## src/rtl/ecall_io_controller.sv

```systemverilog
// Ecall I/O responder: latches print values onto a multiplexed 8-digit
// seven-segment display and services read-integer ecalls from switches + button.
//
// state        | meaning
// IDLE         | no read pending
// WAIT_PRESS   | read requested, CPU stalled, waiting for a debounced press
// WAIT_RELEASE | switches captured, waiting for the button to be released
// DONE         | io_input valid for one cycle, CPU released
module ecall_io_controller #(
  parameter int SW_WIDTH        = 16,
  parameter bit SIGN_EXTEND     = 1'b1,
  parameter int DEBOUNCE_CYCLES = 200000,
  parameter int SCAN_DIV        = 100000
) (
  input  logic                clk,
  input  logic                reset,
  input  logic                print_req,
  input  logic [31:0]         print_data,
  input  logic                read_req,
  input  logic [SW_WIDTH-1:0] switches,
  input  logic                confirm_btn,
  output logic [31:0]         io_input,
  output logic                input_valid,
  output logic                cpu_stall,
  output logic [7:0]          seg_an,
  output logic [7:0]          seg_data,
  output logic [31:0]         display_value
);

  localparam int DEB_W  = $clog2(DEBOUNCE_CYCLES);
  localparam int SCAN_W = (SCAN_DIV > 1) ? $clog2(SCAN_DIV) : 1;
  localparam logic [DEB_W-1:0]  DEB_LAST  = DEB_W'(DEBOUNCE_CYCLES - 1);
  localparam logic [SCAN_W-1:0] SCAN_LAST = SCAN_W'(SCAN_DIV - 1);

  typedef enum logic [1:0] {
    IDLE         = 2'd0,
    WAIT_PRESS   = 2'd1,
    WAIT_RELEASE = 2'd2,
    DONE         = 2'd3
  } state_t;

  state_t state_q, state_d;

  logic             btn_meta, btn_sync;
  logic             btn_deb, btn_deb_q;
  logic [DEB_W-1:0] deb_cnt;
  logic             btn_press;

  logic             print_req_q;

  logic [SCAN_W-1:0] scan_cnt;
  logic [2:0]        digit_idx;

  logic        capture;
  logic [31:0] sw_ext;

  // Button: two-flop synchroniser, then a stability counter on the level.
  always_ff @(posedge clk or negedge reset) begin
    if (!reset) begin
      btn_meta  <= 1'b0;
      btn_sync  <= 1'b0;
      btn_deb   <= 1'b0;
      btn_deb_q <= 1'b0;
      deb_cnt   <= '0;
    end else begin
      btn_meta  <= confirm_btn;
      btn_sync  <= btn_meta;
      btn_deb_q <= btn_deb;
      if (btn_sync == btn_deb) begin
        deb_cnt <= '0;
      end else if (deb_cnt == DEB_LAST) begin
        btn_deb <= btn_sync;
        deb_cnt <= '0;
      end else begin
        deb_cnt <= deb_cnt + 1'b1;
      end
    end
  end

  assign btn_press = btn_deb & ~btn_deb_q;

  // Print latch on the rising edge of print_req, regardless of read state.
  always_ff @(posedge clk or negedge reset) begin
    if (!reset) begin
      print_req_q   <= 1'b0;
      display_value <= '0;
    end else begin
      print_req_q <= print_req;
      if (print_req && !print_req_q) display_value <= print_data;
    end
  end

  always_comb begin
    if (SIGN_EXTEND) sw_ext = 32'($signed(switches));
    else             sw_ext = 32'(switches);
  end

  always_ff @(posedge clk or negedge reset) begin
    if (!reset) begin
      state_q  <= IDLE;
      io_input <= '0;
    end else begin
      state_q <= state_d;
      if (capture) io_input <= sw_ext;
    end
  end

  always_comb begin
    state_d = state_q;
    capture = 1'b0;
    case (state_q)
      IDLE:         if (read_req) state_d = WAIT_PRESS;
      WAIT_PRESS: begin
        if (btn_press) begin
          capture = 1'b1;
          state_d = WAIT_RELEASE;
        end
      end
      WAIT_RELEASE: if (!btn_deb) state_d = DONE;
      DONE:         state_d = IDLE;
      default:      state_d = IDLE;
    endcase
  end

  // Stall is combinational so the CPU holds in the request cycle itself.
  assign cpu_stall   = ((state_q == IDLE) && read_req) ||
                       (state_q == WAIT_PRESS) || (state_q == WAIT_RELEASE);
  assign input_valid = (state_q == DONE);

  function automatic logic [7:0] hex_seg(input logic [3:0] nib);
    logic [7:0] pat;
    case (nib)
      4'h0: pat = 8'hC0;
      4'h1: pat = 8'hF9;
      4'h2: pat = 8'hA4;
      4'h3: pat = 8'hB0;
      4'h4: pat = 8'h99;
      4'h5: pat = 8'h92;
      4'h6: pat = 8'h82;
      4'h7: pat = 8'hF8;
      4'h8: pat = 8'h80;
      4'h9: pat = 8'h90;
      4'hA: pat = 8'h88;
      4'hB: pat = 8'h83;
      4'hC: pat = 8'hC6;
      4'hD: pat = 8'hA1;
      4'hE: pat = 8'h86;
      default: pat = 8'h8E;
    endcase
    return pat;
  endfunction

  always_ff @(posedge clk or negedge reset) begin
    if (!reset) begin
      scan_cnt  <= '0;
      digit_idx <= '0;
    end else if (scan_cnt == SCAN_LAST) begin
      scan_cnt  <= '0;
      digit_idx <= digit_idx + 3'd1;
    end else begin
      scan_cnt <= scan_cnt + 1'b1;
    end
  end

  // Anode and segment registers trail the digit index by one clock, together.
  always_ff @(posedge clk or negedge reset) begin
    if (!reset) begin
      seg_an   <= 8'hFE;
      seg_data <= 8'hC0;
    end else begin
      seg_an   <= ~(8'd1 << digit_idx);
      seg_data <= hex_seg(display_value[{digit_idx, 2'b00} +: 4]);
    end
  end

endmodule

```

## config.mk

```make
export PLATFORM = sky130hd
export DESIGN_NAME = ecall_io_controller
export DESIGN_NICKNAME = d
export VERILOG_FILES = /design/src/rtl/ecall_io_controller.sv
export SDC_FILE = /design/constraint.sdc
export NUM_CORES = 1
export LEC_CHECK = 0
export CAP_MARGIN = 20
export CORE_MARGIN = 2
export CORE_UTILIZATION = 45
export DETAILED_ROUTE_END_ITERATION = 8
export HOLD_SLACK_MARGIN = 0.05
export PLACE_DENSITY = 0.86
export SYNTH_ARGS = -nofsm -noshare
export SYNTH_HDL_FRONTEND = slang
export SYNTH_SLANG_ARGS = --single-unit
export TNS_END_PERCENT = 20
```

## constraint.sdc

```tcl
create_clock -name clk -period 2.6 [get_ports clk]
set_clock_uncertainty 0.15 [all_clocks]
set_input_delay 0.52 -clock clk [delete_from_list [all_inputs] [get_ports clk]]
set_output_delay 0.52 -clock clk [all_outputs]
set_load 0.005 [all_outputs]
```

# --- Word-level counts from Yosys, hierarchy flattened ---
# Memory sizes are Yosys's and may differ from the RTL's. A register that Yosys moved wholly into a read port is not among the register bits.
# Cells that the tools add are included.
# W data, S select, Z words.
word_totals:
  mem_count: 1
  out_inout_bits: 82
  romBits: 112
  inputBits: 53
  elab_cells: 50
  ff_bits: 109
op_classes:
  n_bitwise: 4
  muxes: 9
  shifts: 2
  eq_ne: 9
  n_reduce_logical: 9
  n_addsub: 3
memory_table:
  columns: ["memory", "words", "width", "rd", "rd_clocked_by_memory_dff", "wr", "line", "text"]
  rows:
  - ["(name not given)", 16, 7, 1, 1, 0, "132", "case (nib)"]
ops:
  columns: ["op", "n"]
  rows:
  - ["$mux W18", 2]
  - ["$shiftx A32 B6 Y4", 1]
  - ["$add A18 B1 Y18 const B", 1]
  - ["$eq A18 B18 Y1 const B", 1]
  - ["$add A17 B1 Y17 const B", 1]
  - ["$eq A17 B17 Y1 const B", 1]
  - ["$mux W17", 1]
  - ["$not A8 Y8", 1]
  - ["$pmux W2 S4", 1]
  - ["$shl A1 B3 Y8 const A", 1]
  - ["$mux W2", 3]
  - ["$ne A2 B2 Y1 const B", 3]
  - ["$eq A2 B2 Y1 const B", 2]
  - ["$add A3 B1 Y3 const B", 1]
  - ["$reduce_and A3 Y1", 1]
  - ["$eq A2 B1 Y1 const B", 1]
  - ["$logic_and A1 B1 Y1", 2]
  - ["$logic_not A1 Y1", 2]
  - ["$logic_not A2 Y1", 1]
  - ["$logic_or A1 B1 Y1", 2]
  - ["$mux W1", 2]
  - ["$not A1 Y1", 2]
  - ["$reduce_and A2 Y1", 1]
  - ["$and A1 B1 Y1", 1]
  - ["$eq A1 B1 Y1", 1]

# --- Depth between registers and ports, before layout ---
depth:
  depth_word: 4
  depth_mapped: 8
  ltp_nobuf: 7

# --- Worst setup path after synthesis ---
# Ideal clock, no wire load.
synth_timing:
  path_type: "register to register"
  startpoint: "reg digit_idx[0]"
  endpoint: "reg seg_data[0]"
  period_less_slack_ns: 2.361
  stages_incl_launch_ff: 8
  path_buffers: 1
  slack_ns: 0.239
  setup_ns: 0.124
  arrival_time_ns: 2.087
  required_ns: 2.326
  path_cell_list: "dfrtp_1 buf_6 mux4_1 mux2i_1 inv_1 ha_1 and3_1 a211o_1"
synth_between:
  elab_chain_cells: 1
synth_lines:
  columns: ["element", "line", "text"]
  rows:
  - ["from (decl)", "52", "logic [2:0] digit_idx;"]
  - ["from (signal assigned)", "159", "digit_idx <= digit_idx + 3'd1;"]
  - ["$shiftx A32 B6 Y4", "172", "seg_data <= hex_seg(display_value[{digit_idx, 2'b00} +: 4]);"]
  - ["to (decl)", "26", "output logic [7:0] seg_data,"]
# No other way between the ends.
# A chain may end at the register's enable or synchronous reset.

# --- Worst setup path in the final report ---
layout_timing:
  startpoint: "reg state_q[0]"
  endpoint: "out cpu_stall"
layout_between:
  elab_chain_cells: 4
  elab_cells_between_ends: 6
  cone_classes: "eq/ne (2); reduce/logical (4)"
layout_lines:
  columns: ["element", "line", "text"]
  rows:
  - ["from (decl)", "42", "state_t state_q, state_d;"]
  - ["from (signal assigned)", "103", "state_q <= state_d;"]
  - ["$logic_not A2 Y1", "126", "assign cpu_stall = ((state_q == IDLE) && read_req) ||"]
  - ["$logic_and A1 B1 Y1", "126", null]
  - ["$logic_or A1 B1 Y1", "126", null]
  - ["$logic_or A1 B1 Y1 *", "127", "(state_q == WAIT_PRESS) || (state_q == WAIT_RELEASE);"]
  - ["to (decl)", "24", "output logic cpu_stall,"]
# Every way passes the cells marked *; elsewhere a longest branch is shown, timed or not.

==> metrics.md <==
| Metric | Value |
|---|---|
| Status | completed |
| Final ANT Viol Nets | 0 |
| Cell Area, Synth | about 5000 um^2 |
| Initial Util | between 40% and 50% |
| FF-to-FF path depth | 6 |
| Setup TNS | 0 ns |
| Fillers | ~810 |
| Routed vias | around 3400 |
| LEAKAGE | between 2 and 3 nW |
| Die area | around 12000 um^2 |
| Gr usage total | 18.3% |
| Clk_lat worst skew | 0.38 ns |
| Cells along the critical path | inv_1, ha_1, a211o_1, clkdlybuf4s50_1 |
| Post-synth EDFFs | 0 |
| Worst-path clk slew | 0.09 ns |
| Synth Flop Type | dfrtp_1 |
| Clock root cell | clkbuf_8 |
| CP startpoint kind | flop |
| Final Max Slew Viols | 0 |
| Power per Cell Area | 537 nW/um^2 |
| Worst path required time | 1.93 ns |
| Final-report hold violation count | 0 |
| CTS max path bufs | 2 |
| WP depth | 4 |
| Drt total wl | about 11000 um |
| Worst R2R Start | digit_idx[0]$_DFFE_PN0N_ |
| R2r endpoint | seg_data[5]$_DFF_PN0_ |
| Simple-gate area share of the yosys netlist | approximately 10% |
| Initial antenna violation count | 0 |
| Post-Synthesis Cells | about 390 |
| Most frequent cells in the layout | clkdlybuf4s50_1 (132), dfrtp_1 (100), mux2_2 (52), nor2_1 (24), nand2_1 (18) |
| Hold crit path type | reg -> reg |
| Final GP Congestion | approximately 0.90 |
| Net total in the final layout | about 600 |
| Post-Layout Cell Count | ~660 |
| Post-Synth Adder-Cell Area | between 4 and 5% |
| Complex-gate fraction of the synthesized area | roughly 3.5% |
| TritonRoute pass-1 iters | 4 |
| Post-synthesis mux area share | 18.4% |
| Final Setup Violations | 0 |
| # clock sinks | roughly 110 |
| Post-placement cell count | approximately 650 |
| FF-to-FF setup slack | around 0.25 ns |
| Row count | 38 |
| Largest stage delay, worst path | between 0.4 and 0.5 ns |
| Max IR drop VDD | 0.255 mV |
| Largest family of logic cells by synthesized area | multiplexers |
| Kind of critical path | reg -> out |
| CP startpoint | state_q[0]$_DFFE_PN0P_ |
| Slew @ Worst Pin | around 0.8 ns |
| Per-cell routed wire length | roughly 16 um |
| Synth warn | 0 |
| Syn_nets | around 460 |
| Layout cell share with drive strength beyond 1 | 18.3% |
| CP arrival | 1.81 ns |
| Core area | 10800 um^2 |
| Element type at the critical path end | output pin |
| Grt total ovfl | 0 |
| CTS H-tree lvls | 3 |
| Synth cell types | between 40 and 50 |
| Share of synthesized flip-flops with an asynchronous set or reset | 100% |
| DRC | 0 |
| Vias per inst | around 5.2 |
| Post-layout util | around 61% |
| Syn avg cell area | around 13 um^2 |
| Final total power | 3.57 mW |
| Largest net degree at the start of global routing | 41 |
| Placement Cell Area | between 6000 and 7000 um^2 |
| Setup Buffers After CTS | 0 |
| TritonCTS clock tree | yes |
| Crit path capture | cpu_stall |
| Max-Cap Viols | 0 |
| RSZ-0062 raised after global routing | no |
| CP bufs+invs | 2 |
| FF+latch count, synth | 108 |
| 1st-iter DRT viols | roughly 150 |
| FMAX | 403 MHz |
| Number of port buffers | about 130 |
| Sequential share of the synthesized area | a little over half |
| Num ports | 135 |
| Number of global-route vias before repair | between 3000 and 4000 |
| Maximum fanout along the worst path | 4 |
| XOR/XNOR share of the synthesized area | between 4 and 5% |
| Delay-heaviest family, CP | buffers and inverters |
| Rel. slew slack | between 40% and 50% |
| Commonest non-fill, non-tap cell in the layout | clkdlybuf4s50_1 |
| Die H | 110 um |
| Hpwl dp | ~8000 um |
| Antenna cells | 0 |
| Worst path slowest cell | clkdlybuf4s50_1 |
| TritonCTS Buffers | 9 |
| Global-route wire length before repair | 16900 um |
| Area growth from synthesis to layout | 32.6% |
| Final Instance Area | about 6600 um^2 |
| Min cycle time layout | about 2.5 ns |
| Die Width | approximately 110 um |
| Period utilization | between 90% and 100% |
## worst register-to-register path: stages (launching register included)
cell and delay [ns]:
dfrtp_1 0.48, buf_4 0.22, mux4_2 0.54, mux2i_4 0.29
buf_4 0.22, mux2i_1 0.22, a22o_1 0.17
## worst min path at each step
stage / start / endpoint / cells past startpoint / slack, ns
2_1_floorplan: reset / btn_deb$_DFFE_PN0P_ / 0 / 0.07
3_3_place_gp: btn_meta$_DFF_PN0_ / btn_sync$_DFF_PN0_ / 0 / 0.18
3_5_place_dp: btn_meta$_DFF_PN0_ / btn_sync$_DFF_PN0_ / 0 / 0.19
4_1_cts: btn_meta$_DFF_PN0_ / btn_sync$_DFF_PN0_ / 0 / 0.21
5_1_grt: btn_meta$_DFF_PN0_ / btn_sync$_DFF_PN0_ / 0 / 0.21
6_report: btn_meta$_DFF_PN0_ / btn_sync$_DFF_PN0_ / 0 / 0.21
## stage by stage
step | hold slack, ns | worst slack (ns)
floorplan | 0.0744 | 0.239
global placement | 0.183 | 0.259
detailed placement | 0.187 | 0.251
CTS | 0.209 | 0.0985
global route | 0.215 | 0.0392
finish | 0.208 | 0.116
## registers in the layout (all words and copies together) (netlist names)
register       cells
btn_meta           1
print_req_q        1
digit_idx          3
display_value     32
btn_deb_q          1
io_input          16
deb_cnt           18
seg_an             8
btn_sync           1
btn_deb            1
seg_data           7
state_q            2
scan_cnt          17
## synth_stat cells (2+ instances only)
cell type,n,area share (%)
mux4_1,4,2.1
o21ai_1,2,0.20
ha_1,17,4.2
nand3_1,10,1.0
nor3b_1,2,0.30
buf_1,3,0.22
a21oi_1,8,0.80
nand2_1,18,1.3
or4_1,5,0.75
buf_4,19,2.8
a211o_1,2,0.35
and4_1,5,0.87
and2_1,5,0.62
mux2_2,52,12
nor2_1,24,1.8
xor2_1,13,2.3
nand4_1,9,1.1
o31ai_1,5,0.75
mux2i_1,8,1.6
xnor2_1,13,2.3
or3_1,5,0.62
and3_1,5,0.62
dfstp_2,8,4.2
mux2i_4,2,0.90
dfrtp_1,100,50
mux4_2,4,1.8
nor2b_1,2,0.25
clkbuf_1,4,0.30
inv_1,15,1.1
o21ai_0,5,0.50
## cells by family after synthesis
family | after synthesis
flops | 108
simple gates | 97
mux | 71
buf+inv | 44
compound gates | 27
xor+xnor | 26
fa+ha+maj | 17
other cells | 1
## routing by layer
layer	part of all wire (%)	vias to the layer above	global-route usage (%)
li1	-	1613	-
met1	41	1716	22.0
met2	53	82	32.0
met3	3.9	19	4.21
met4	2.2	0	7.14
met5	0	-	0
## layout make-up
class | count | area (um^2) | area share (%)
sequential | 108 | 2710 | 40.8
multi-input combinational | 239 | 2060 | 31.0
timing repair buffer | 145 | 1450 | 21.8
tap | 140 | 175 | 2.63
clock buffer | 12 | 145 | 2.18
inverter | 16 | 60.1 | 0.903
clock inverter | 4 | 48.8 | 0.734
## timing repair
item,4_1_cts,5_1_grt
hold endpoints to repair,23,0
gates resized for setup,0,0
hold buffers,1,0
## where the power goes
| part | total [mW] | switching (mW) | internal, mW | leakage, nW |
|---|---|---|---|---|
| clock network | 1.02 | 0.547 | 0.472 | 0.100 |
| registers | 1.88 | 0.0833 | 1.80 | 1.34 |
| logic | 0.672 | 0.230 | 0.442 | 1.40 |
Note: power is estimated with default switching activity, not from simulation.
